--- config.mk ---
export PLATFORM = sky130hd
export DESIGN_NAME = adder_chain_feeder
export DESIGN_NICKNAME = d
export VERILOG_FILES = /design/src/rtl/adder_chain_pkg.sv /design/src/rtl/skew_delay_line.sv /design/src/rtl/adder_chain_feeder.sv
export SDC_FILE = /design/constraint.sdc
export NUM_CORES = 1
export LEC_CHECK = 0
export CAP_MARGIN = 10
export CORE_ASPECT_RATIO = 0.6
export CORE_MARGIN = 5
export CORE_UTILIZATION = 45
export CTS_CLUSTER_DIAMETER = 120
export DETAILED_ROUTE_END_ITERATION = 8
export MAX_ROUTING_LAYER = met4
export PLACE_DENSITY = 0.65
export SYNTH_ARGS = -nofsm -noshare
export SYNTH_HDL_FRONTEND = slang
export SYNTH_HIERARCHICAL = 1
export SYNTH_SLANG_ARGS = --single-unit
--- constraint.sdc ---
create_clock -name clk -period 2.6 [get_ports clk]
set_input_delay 0.52 -clock clk [delete_from_list [all_inputs] [get_ports clk]]
set_output_delay 0.52 -clock clk [all_outputs]
set_load 0.02 [all_outputs]
--- src/rtl/adder_chain_pkg.sv ---
// adder_chain_pkg: default sizing and word-counter width for the adder chain feeder.
package adder_chain_pkg;
    localparam int DEF_MIN_WIDTH = 8;
    localparam int DEF_ADDER_NUM = 4;

    function automatic int wcnt_width(input int n);
        return (n > 1) ? $clog2(n) : 1;
    endfunction
endpackage

--- src/rtl/skew_delay_line.sv ---
// skew_delay_line: DEPTH-stage synchronous-reset shift register; DEPTH=0 is a wire.
module skew_delay_line #(
    parameter int WIDTH = 8,
    parameter int DEPTH = 1
) (
    input  logic             clk,
    input  logic             rst,
    input  logic [WIDTH-1:0] in_d,
    output logic [WIDTH-1:0] out_d
);
    generate
        if (DEPTH == 0) begin : g_pass
            assign out_d = in_d;
        end else begin : g_sr
            logic [WIDTH-1:0] r_sr [DEPTH];
            always_ff @(posedge clk) begin
                if (rst) begin
                    r_sr <= '{default: '0};
                end else begin
                    r_sr[0] <= in_d;
                    for (int i = 1; i < DEPTH; i++) r_sr[i] <= r_sr[i-1];
                end
            end
            assign out_d = r_sr[DEPTH-1];
        end
    endgenerate
endmodule

--- src/rtl/adder_chain_feeder.sv ---
// adder_chain_feeder: collects ADDER_NUM serial words per frame and launches them
// as a triangularly skewed operand vector with a chain-aligned result strobe.
module adder_chain_feeder
    import adder_chain_pkg::*;
#(
    parameter int MIN_WIDTH = DEF_MIN_WIDTH,
    parameter int ADDER_NUM = DEF_ADDER_NUM
) (
    input  logic                           clk,
    input  logic                           rst,
    input  logic                           in_valid,
    output logic                           in_ready,
    input  logic [MIN_WIDTH-1:0]           in_data,
    input  logic                           flush,
    output logic [MIN_WIDTH*ADDER_NUM-1:0] out_dout,
    output logic                           out_valid,
    output logic                           res_valid,
    output logic [15:0]                    frame_cnt
);
    localparam int WC = wcnt_width(ADDER_NUM);

    logic [WC-1:0]                  r_wcnt;
    logic [MIN_WIDTH-1:0]           r_hold [ADDER_NUM-1];
    logic [MIN_WIDTH*ADDER_NUM-1:0] r_launch;
    logic                           r_lv;
    logic [15:0]                    r_cnt;
    logic [MIN_WIDTH*ADDER_NUM-1:0] w_frame;
    logic                           w_acc;
    logic                           w_done;

    assign in_ready  = !rst;
    assign w_acc     = in_valid && in_ready && !flush;
    assign w_done    = w_acc && (r_wcnt == WC'(ADDER_NUM - 1));
    assign out_valid = r_lv;
    assign frame_cnt = r_cnt;

    // The last word bypasses the holding registers so the frame launches next cycle.
    for (genvar k = 0; k < ADDER_NUM; k++) begin : g_frame
        if (k == ADDER_NUM - 1) begin : g_last
            assign w_frame[k*MIN_WIDTH +: MIN_WIDTH] = in_data;
        end else begin : g_held
            assign w_frame[k*MIN_WIDTH +: MIN_WIDTH] = r_hold[k];
        end
    end

    always_ff @(posedge clk) begin
        if (rst) begin
            r_wcnt   <= '0;
            r_hold   <= '{default: '0};
            r_launch <= '0;
            r_lv     <= 1'b0;
            r_cnt    <= '0;
        end else begin
            r_launch <= w_done ? w_frame : '0;
            r_lv     <= w_done;
            r_cnt    <= r_cnt + 16'(r_lv);
            if (flush) begin
                r_wcnt <= '0;
                r_hold <= '{default: '0};
            end else if (w_acc) begin
                r_wcnt <= w_done ? '0 : r_wcnt + WC'(1);
                if (!w_done) r_hold[r_wcnt] <= in_data;
            end
        end
    end

    // Slot k is delayed k cycles so each chain layer sees its operand on time.
    for (genvar k = 0; k < ADDER_NUM; k++) begin : g_skew
        skew_delay_line #(.WIDTH(MIN_WIDTH), .DEPTH(k)) u_skew (
            .clk  (clk),
            .rst  (rst),
            .in_d (r_launch[k*MIN_WIDTH +: MIN_WIDTH]),
            .out_d(out_dout[k*MIN_WIDTH +: MIN_WIDTH])
        );
    end

    skew_delay_line #(.WIDTH(1), .DEPTH(ADDER_NUM)) u_res (
        .clk  (clk),
        .rst  (rst),
        .in_d (r_lv),
        .out_d(res_valid)
    );
endmodule

==> flow_summary.toml, run 1 <==
[outcome]
status = "complete, no violations"

[finish]
syn_to_final_growth_pct = 25.1
layout-drive-gt1-share = 0.155
multiInputGateArea_mm2 = 0.00149
fin_cells = 595
n_antenna_cell = 0
regArea_mm2 = 0.00254
nFillCells = 813
layout.nets = 472

[drt]
first_pass_iters = 4
avgRoutedWirePerCell_um = 13.3
drc = 0
viasPerCell = 4.67
drt_iter0_markers = 148
antenna_left = 0
totalWireLength_um = 7910
num_vias = 2777

[yosys]
synth-compound-area-share = 0.0591
synth-edff-count = 0
synth_seq_cells = 127
yosysMostFrequentCell = "dfxtp_1"
syn_inst = 410
yosysWarnings = 6
synth-simple-area-share = 0.249
synth_top_cell_by_area = "dfxtp_1"
synth_top_cell_area_share = 0.583
avgSynthCellArea_um2 = 10.6
ys_types = 33
netlist_area_mm2 = 0.00436
ys_seq_area_frac = 0.583
yosys_most_used_dff = "dfxtp_1"
syn_nets = 428
synth.area.mux_share = 0.0100
synthXorXnorAreaFrac = 0.00603
async_flop_share = 0
synth_top_family_by_area = "simple AND/OR/NAND/NOR gates"
synthTopCellsByArea = "dfxtp_1 (58%), and2_1 (4.9%), buf_4 (4.3%), nor2b_2 (4.2%), nor2b_1 (3.7%)"
synth_fa_ha_area_frac = 0.0172
yosys-top-cells-count = "dfxtp_1 (127), and2_1 (34), nand3_1 (29)"

[clock_tree]
cts_sinks = 127
hold_buffers = 0
cts_buffer_depth = 2
cts_setup_buffers = 0
post_cts_resize_count = 0
clkTransAtPathRegs_ns = 0.05
clock_latency_ns = 0.40
cts_root_buf = "clkbuf_16"
cts_max_level = 4
cts_tree = "done"
numCtsBuffers = 17

[critical_path]
cp-start-kind = "register"
end_kind = "output pin"
path_max_fanout = 7
critPathKind = "reg2out"
crit_chain = "clkdlybuf4s50_1"
worstPathArrival_ns = 1.57
path_delay_family = "buffers and inverters"
slowest_stage = "clkdlybuf4s50_1"
cp_num_buf_inv = 1
worstPathRequired_ns = 2.08
crit_path_max_incr_delay_ns = 0.67

[pwr]
ir_drop_mv = 0.449
finalPower_mw = 4.27
power.leakage_nw = 2.03
p_per_area_mw_per_mm2 = 784

[sta]
worst_pin_slew_ns = 1.05
fin_skew_ns = 0.00500
rsz0062_at_grt = "false"
slew_headroom = 0.295
fin_tns_setup_ns = 0
finalMaxSlewViolations = 0
fin_crit_ns = 2.09
finalHoldViolCount = 0
finalSetupViolCount = 0
finalCritPeriodShare = 0.802
max_freq_ghz = 0.479

[global_route]
grt_pass1_vias = 2654
antenna_found_initial = 0
grt_max_degree = 50
gr-total-overflow = 0
grt_usage = 0.149
grt_pass1_wl_um = 13200

[placement]
port-buffer-count = 62
gp_congestion = 0.782
dp_cells = 565
dp_hpwl_um = 5420

[floorplan]
fp.dieW_um = 137
num_io_pins = 63
die_area_mm2 = 0.0118
rows = 27
core_mm2 = 0.00932
die_y_um = 86.2
start_util = 0.467

[flow_run]
max_cap_violations = 0

[min_path]
worst_hold_path_type = "reg2reg"
## state kept, by name, summed over array words and instances, names as in the netlist
signal and flops:
u_res/g_sr.r_sr 3, g_skew.u_skew/g_sr.r_sr 24, r_wcnt 2, g_skew.u_skew/out_d 24, r_hold 24, frame_cnt 16
r_launch 32, out_valid 1, u_res/out_d 1
## stage by stage
stage / utilization / instance area, um^2 / worst slack (ns) / hold slack, ns
after floorplan: - / 4360 / 0.722 / 0.411
after global placement: 0.524 / 4890 / 0.405 / 0.415
after detailed placement: 0.524 / 4890 / 0.263 / 0.419
after CTS: 0.585 / 5450 / 0.489 / 0.432
after global routing: 0.585 / 5450 / 0.444 / 0.446
final: 0.585 / 5450 / 0.514 / 0.429
## metal layers
| layer | vias to the layer above | wire length (um) | share of wire | track usage |
|---|---|---|---|---|
| li1 | 1419 | - | - | - |
| met1 | 1293 | 3990 | 0.50 | 0.198 |
| met2 | 56 | 3460 | 0.44 | 0.208 |
| met3 | 9 | 355 | 0.045 | 0.0470 |
| met4 | 0 | 107 | 0.014 | 0.0661 |
| met5 | - | 0 | 0 | - |
## cell type report
class	instances	share of cell area
Clock inverter	11	0.0218
Tap cell	130	0.0298
Clock buffer	19	0.0812
Inverter	9	0.00620
Sequential cell	127	0.466
Multi-Input combinational cell	231	0.273
Timing Repair Buffer	68	0.121
## cells by family (layout without fill, tap and decap cells)
| family | after synthesis | after routing |
|---|---|---|
| AND/OR/NAND/NOR | 169 | 169 |
| flip-flops | 127 | 127 |
| buffers and inverters | 52 | 107 |
| AO/OA/AOI/OAI | 49 | 49 |
| adder cells (fa/ha/maj) | 6 | 6 |
| multiplexers | 4 | 4 |
| XOR/XNOR | 3 | 3 |
## report_power, final
part / internal, mW / switching (mW) / leakage (nW) / total (mW)
Clock: 1.42 / 0.805 / 0.266 / 2.22
Combinational: 0.0315 / 0.0607 / 0.737 / 0.0922
Sequential: 1.95 / 0.00425 / 1.02 / 1.96
Total: 3.40 / 0.870 / 2.03 / 4.27
## cells in the final DEF (no fill, tap or decap), drive strengths merged
cell type	instances
or2	1
nand4	5
xnor2	2
clkbuf	19
dfxtp	127
xor2	1
ha	6
nand2	19
o31ai	5
a21oi	17
buf	7
and2	34
nor4	3
nand3	29
nor3b	1
clkdlybuf4s50	61
mux2i	1
o21ai	27
or4	5
clkinvlp	4
bufinv	2
or4b	1
nor2	9
or3	3
inv	9
mux2	3
nor2b	47
nor4b	2
clkinv	5
and2b	10
## worst paths after layout
check / slack [ns] / start / to / cells past startpoint
max reg2reg: 0.68 / out_valid / frame_cnt[14] / 5
min: 0.43 / g_skew[3].u_skew/g_sr.r_sr[23] / g_skew[3].u_skew/g_sr.r_sr[15] / 1
min reg2reg: 0.43 / g_skew[3].u_skew/g_sr.r_sr[23] / g_skew[3].u_skew/g_sr.r_sr[15] / 1
max: 0.51 / frame_cnt[2] / frame_cnt[2] / 1
No activity file was read; power rests on OpenSTA's default activity.
==> run 2: changes to the inputs <==
Clock period 2.6 ns to 2.1 ns, I/O delays scaled along.
==> run 2 against run 1 <==
- clock skew increased by 0.0056 ns
- sequential power increased by 24%
- die area unchanged
- hold slack got worse by 0.046 ns
- clock power increased by 32%
- critical path type unchanged
- largest cell class unchanged
- highest routed layer unchanged
==> flow_summary.toml, run 2 (synthesis results as in run 1) <==
[outcome]
status = "complete, no violations"

[sta]
finalHoldViolCount = 0
fin_crit_ns = 1.99
fin_skew_ns = 0.0106
fin_tns_setup_ns = 0
finalMaxSlewViolations = 0
finalCritPeriodShare = 0.946
rsz0062_at_grt = "false"
slew_headroom = 0.619
worst_pin_slew_ns = 0.572
finalSetupViolCount = 0
max_freq_ghz = 0.503

[critical_path]
crit_chain = "clkdlybuf4s50_1"
path_max_fanout = 7
critPathKind = "reg2out"
cp-start-kind = "register"
r2r_cells = 5
path_delay_family = "buffers and inverters"
worstPathRequired_ns = 1.68
worstPathArrival_ns = 1.57
slowest_stage = "clkdlybuf4s50_1"
cp_num_buf_inv = 1
path_depth = 1
end_kind = "output pin"
crit_path_max_incr_delay_ns = 0.67

[clock_tree]
hold_buffers = 0
clock_latency_ns = 0.40
numCtsBuffers = 17
cts_setup_buffers = 0
post_cts_resize_count = 0
cts_sinks = 127
cts_max_level = 4
cts_tree = "done"
clkTransAtPathRegs_ns = 0.05
cts_buffer_depth = 2
cts_root_buf = "clkbuf_16"

[floorplan]
die_y_um = 86.2
core_mm2 = 0.00932
num_io_pins = 63
start_util = 0.467
fp.dieW_um = 137
die_area_mm2 = 0.0118
rows = 27

[placement]
dp_hpwl_um = 5380
gp_congestion = 0.781
port-buffer-count = 62

[min_path]
worst_hold_path_type = "in2reg"
worstHoldPathCells = 2

[global_route]
grt_pass1_vias = 2663
grt_pass1_wl_um = 13200
grt_max_degree = 51
grt_usage = 0.149
antenna_found_initial = 0
gr-total-overflow = 0

[finish]
final_cell_mix = "dfxtp_1 (127), clkdlybuf4s50_1 (61), and2_1 (34)"
regMostFlops = "r_launch"
final_common_cell = "dfxtp_1"
layout.nets = 474
n_antenna_cell = 0
syn_to_final_growth_pct = 26.5
layout-drive-gt1-share = 0.160
largest_register_ffs = 32
final_util = 0.591

[drt]
num_vias = 2808
drc = 0
avgRoutedWirePerCell_um = 13.1
drt_iter0_markers = 158
antenna_left = 0
totalWireLength_um = 7820
viasPerCell = 4.69
first_pass_iters = 4

[pwr]
finalPower_mw = 5.48
power.leakage_nw = 2.06
ir_drop_mv = 0.580
p_per_area_mw_per_mm2 = 994

[flow_run]
max_cap_violations = 0
[run 2: path summary, 6_finish.rpt]
kind / startpoint / to / slack [ns]
max: frame_cnt[2] / frame_cnt[2] / 0.11
min: rst / frame_cnt[2] / 0.38
max reg2reg: out_valid / frame_cnt[14] / 0.19
min reg2reg: r_launch[25] / g_skew[3].u_skew/g_sr.r_sr[17] / 0.43
[run 2: through the flow]
| step | hold slack [ns] | setup WS (ns) | instances | instance area [um^2] |
|---|---|---|---|---|
| 3_5_place_dp | 0.418 | 0.108 | 567 | 4900 |
| 4_1_cts | 0.375 | 0.0791 | 599 | 5510 |
| 5_1_grt | 0.380 | 0.00244 | 599 | 5510 |
| 6_report | 0.383 | 0.113 | 599 | 5510 |
| 3_3_place_gp | 0.416 | 0.146 | 567 | 4900 |
| 2_1_floorplan | 0.411 | 0.281 | 410 | 4360 |
[run 2: per-layer routing]
layer | GRT usage | part of all wire | vias up
met5 | - | 0 | -
met4 | 0.0652 | 0.0074 | 0
met3 | 0.0522 | 0.052 | 6
met2 | 0.203 | 0.44 | 70
met1 | 0.199 | 0.50 | 1312
li1 | - | - | 1420
[run 2: where the power goes]
group | switching, mW | total (mW) | internal, mW
clock network | 0.986 | 2.94 | 1.95
registers | 0.00525 | 2.43 | 2.42
logic | 0.0776 | 0.119 | 0.0415
[run 2: cell type report]
cell class,count,area (um^2)
clock inverters,10,135
fillers,813,3810
inverters,9,33.8
flip-flops and latches,127,2540
multi-input cells,231,1490
clock buffers,22,474
well taps,130,163
repair buffers,70,676
==> run 3: changes to the inputs <==
Settings changed: GPL_TIMING_DRIVEN from default to 0.
==> run 3 against run 2 <==
- routed wire length is 5.8% higher
- fmax is 1.6% lower
- global-route usage is 0.92 points higher
- cell area is 4.4% higher
- die area stayed put
- hold slack worse by 0.075 ns
- largest cell class unchanged
- largest power group unchanged
==> flow_summary.toml, run 3 (synthesis results as in run 1) <==
[outcome]
status = "complete, no violations"

[finish]
nFillCells = 788
layout-drive-gt1-share = 0.207
regMostFlops = "r_launch"
multiInputGateArea_mm2 = 0.00149
syn_to_final_growth_pct = 32.2
final_common_cell = "dfxtp_1"
largest_register_ffs = 32
regArea_mm2 = 0.00254
n_antenna_cell = 0
final_cell_mix = "dfxtp_1 (127), clkdlybuf4s50_1 (61), and2_1 (34)"
layout.nets = 508

[critical_path]
path_max_fanout = 26
worstPathArrival_ns = 1.60
r2r-start = "out_valid"
end_kind = "output pin"
r2r_cells = 5
critPathKind = "in2out"
timing.rr.end = "frame_cnt[14]"
cp-start-kind = "input pin"
worstPathRequired_ns = 1.68
rrSetupSlack_ns = 0.19

[sta]
finalHoldViolCount = 0
worst_pin_slew_ns = 0.577
fin_skew_ns = 0.00338
finalMaxSlewViolations = 0
fin_tns_setup_ns = 0
finalCritPeriodShare = 0.962
rsz0062_at_grt = "false"
worst_slack_ns = 0.0799
max_freq_ghz = 0.495
slew_headroom = 0.614
finalSetupViolCount = 0
fin_crit_ns = 2.02

[clock_tree]
clock_latency_ns = 0.40
numCtsBuffers = 17
cts_sinks = 127
cts_root_buf = "clkbuf_16"
cts_setup_buffers = 0
cts_max_level = 4
hold_buffers = 0
clkTransAtPathRegs_ns = 0.05
cts_tree = "done"
cts_buffer_depth = 2

[placement]
port-buffer-count = 62
gp_congestion = 0.785
pre_cts_ws_ns = -1.56
dp_hpwl_um = 5780

[drt]
totalWireLength_um = 8280
avgRoutedWirePerCell_um = 13.1
num_vias = 2978
drc = 0
first_pass_iters = 4
drt_iter0_markers = 218
antenna_left = 0
viasPerCell = 4.70

[global_route]
gr-total-overflow = 0
grt_pass1_vias = 2884
grt_usage = 0.158
antenna_found_initial = 0
grt_max_degree = 27
grt_pass1_wl_um = 14000

[floorplan]
core_mm2 = 0.00932
die_area_mm2 = 0.0118
rows = 27
num_io_pins = 63
fp.dieW_um = 137
die_y_um = 86.2
start_util = 0.467

[pwr]
power.leakage_nw = 2.23
ir_drop_mv = 0.545
finalPower_mw = 5.52
p_per_area_mw_per_mm2 = 959

[min_path]
worst_hold_path_type = "in2reg"
worstHoldPathCells = 2
holdPathEnd = "u_res/out_d"
hp-start = "rst"

[flow_run]
max_cap_violations = 0
-- run 3: how the worst max path moves through the flow --
stage               from             to  slack (ns)  cells after the start
6_report             rst       in_ready        0.08                      5
5_1_grt              rst       in_ready       0.008                      5
4_1_cts              rst       in_ready       0.007                      5
2_1_floorplan  out_valid  frame_cnt[14]        0.28                      5
3_3_place_gp         rst       in_ready       -1.54                      6
3_5_place_dp         rst       in_ready       -1.56                      6
-- run 3: area by class of cell --
class / count / share of cell area
flip-flops and latches: 127 / 0.441
well taps: 130 / 0.0282
inverters: 9 / 0.00587
plain buffers: 42 / 0.0513
repair buffers: 62 / 0.109
multi-input cells: 231 / 0.259
clock inverters: 15 / 0.0319
clock buffers: 17 / 0.0739
-- run 3: what timing repair did --
item                       4_1_cts  5_1_grt
resized for setup                9        2
setup endpoints to repair       69        1
hold endpoints to repair         0        0
-- run 3: per-stage QoR --
stage / cells / hold slack (ns) / util / area, um^2
floorplan: 410 / 0.411 / - / 4360
global placement: 602 / 0.414 / 0.551 / 5140
detailed placement: 602 / 0.420 / 0.551 / 5140
CTS: 633 / 0.313 / 0.617 / 5750
global route: 633 / 0.311 / 0.618 / 5760
finish: 633 / 0.308 / 0.618 / 5760
-- run 3: power by group --
group	internal [mW]	total, mW	switching, mW	leakage, nW
clock network	1.88	2.97	1.09	0.296
logic	0.0490	0.129	0.0798	0.908
registers	2.42	2.42	0.00484	1.02
total	4.35	5.52	1.17	2.23
-- run 3: per-layer routing --
metal | vias up | GRT usage | part of all wire
met5 | - | - | 0
met2 | 68 | 0.217 | 0.44
met4 | 0 | 0.0870 | 0.013
met1 | 1404 | 0.210 | 0.49
li1 | 1498 | - | -
met3 | 8 | 0.0435 | 0.051
-- run 3: worst max-delay path, stage by stage --
cell             delay, ns
buf_8                 0.18
buf_8                 0.19
clkbuf_4              0.22
inv_1                 0.05
clkdlybuf4s50_1       0.53
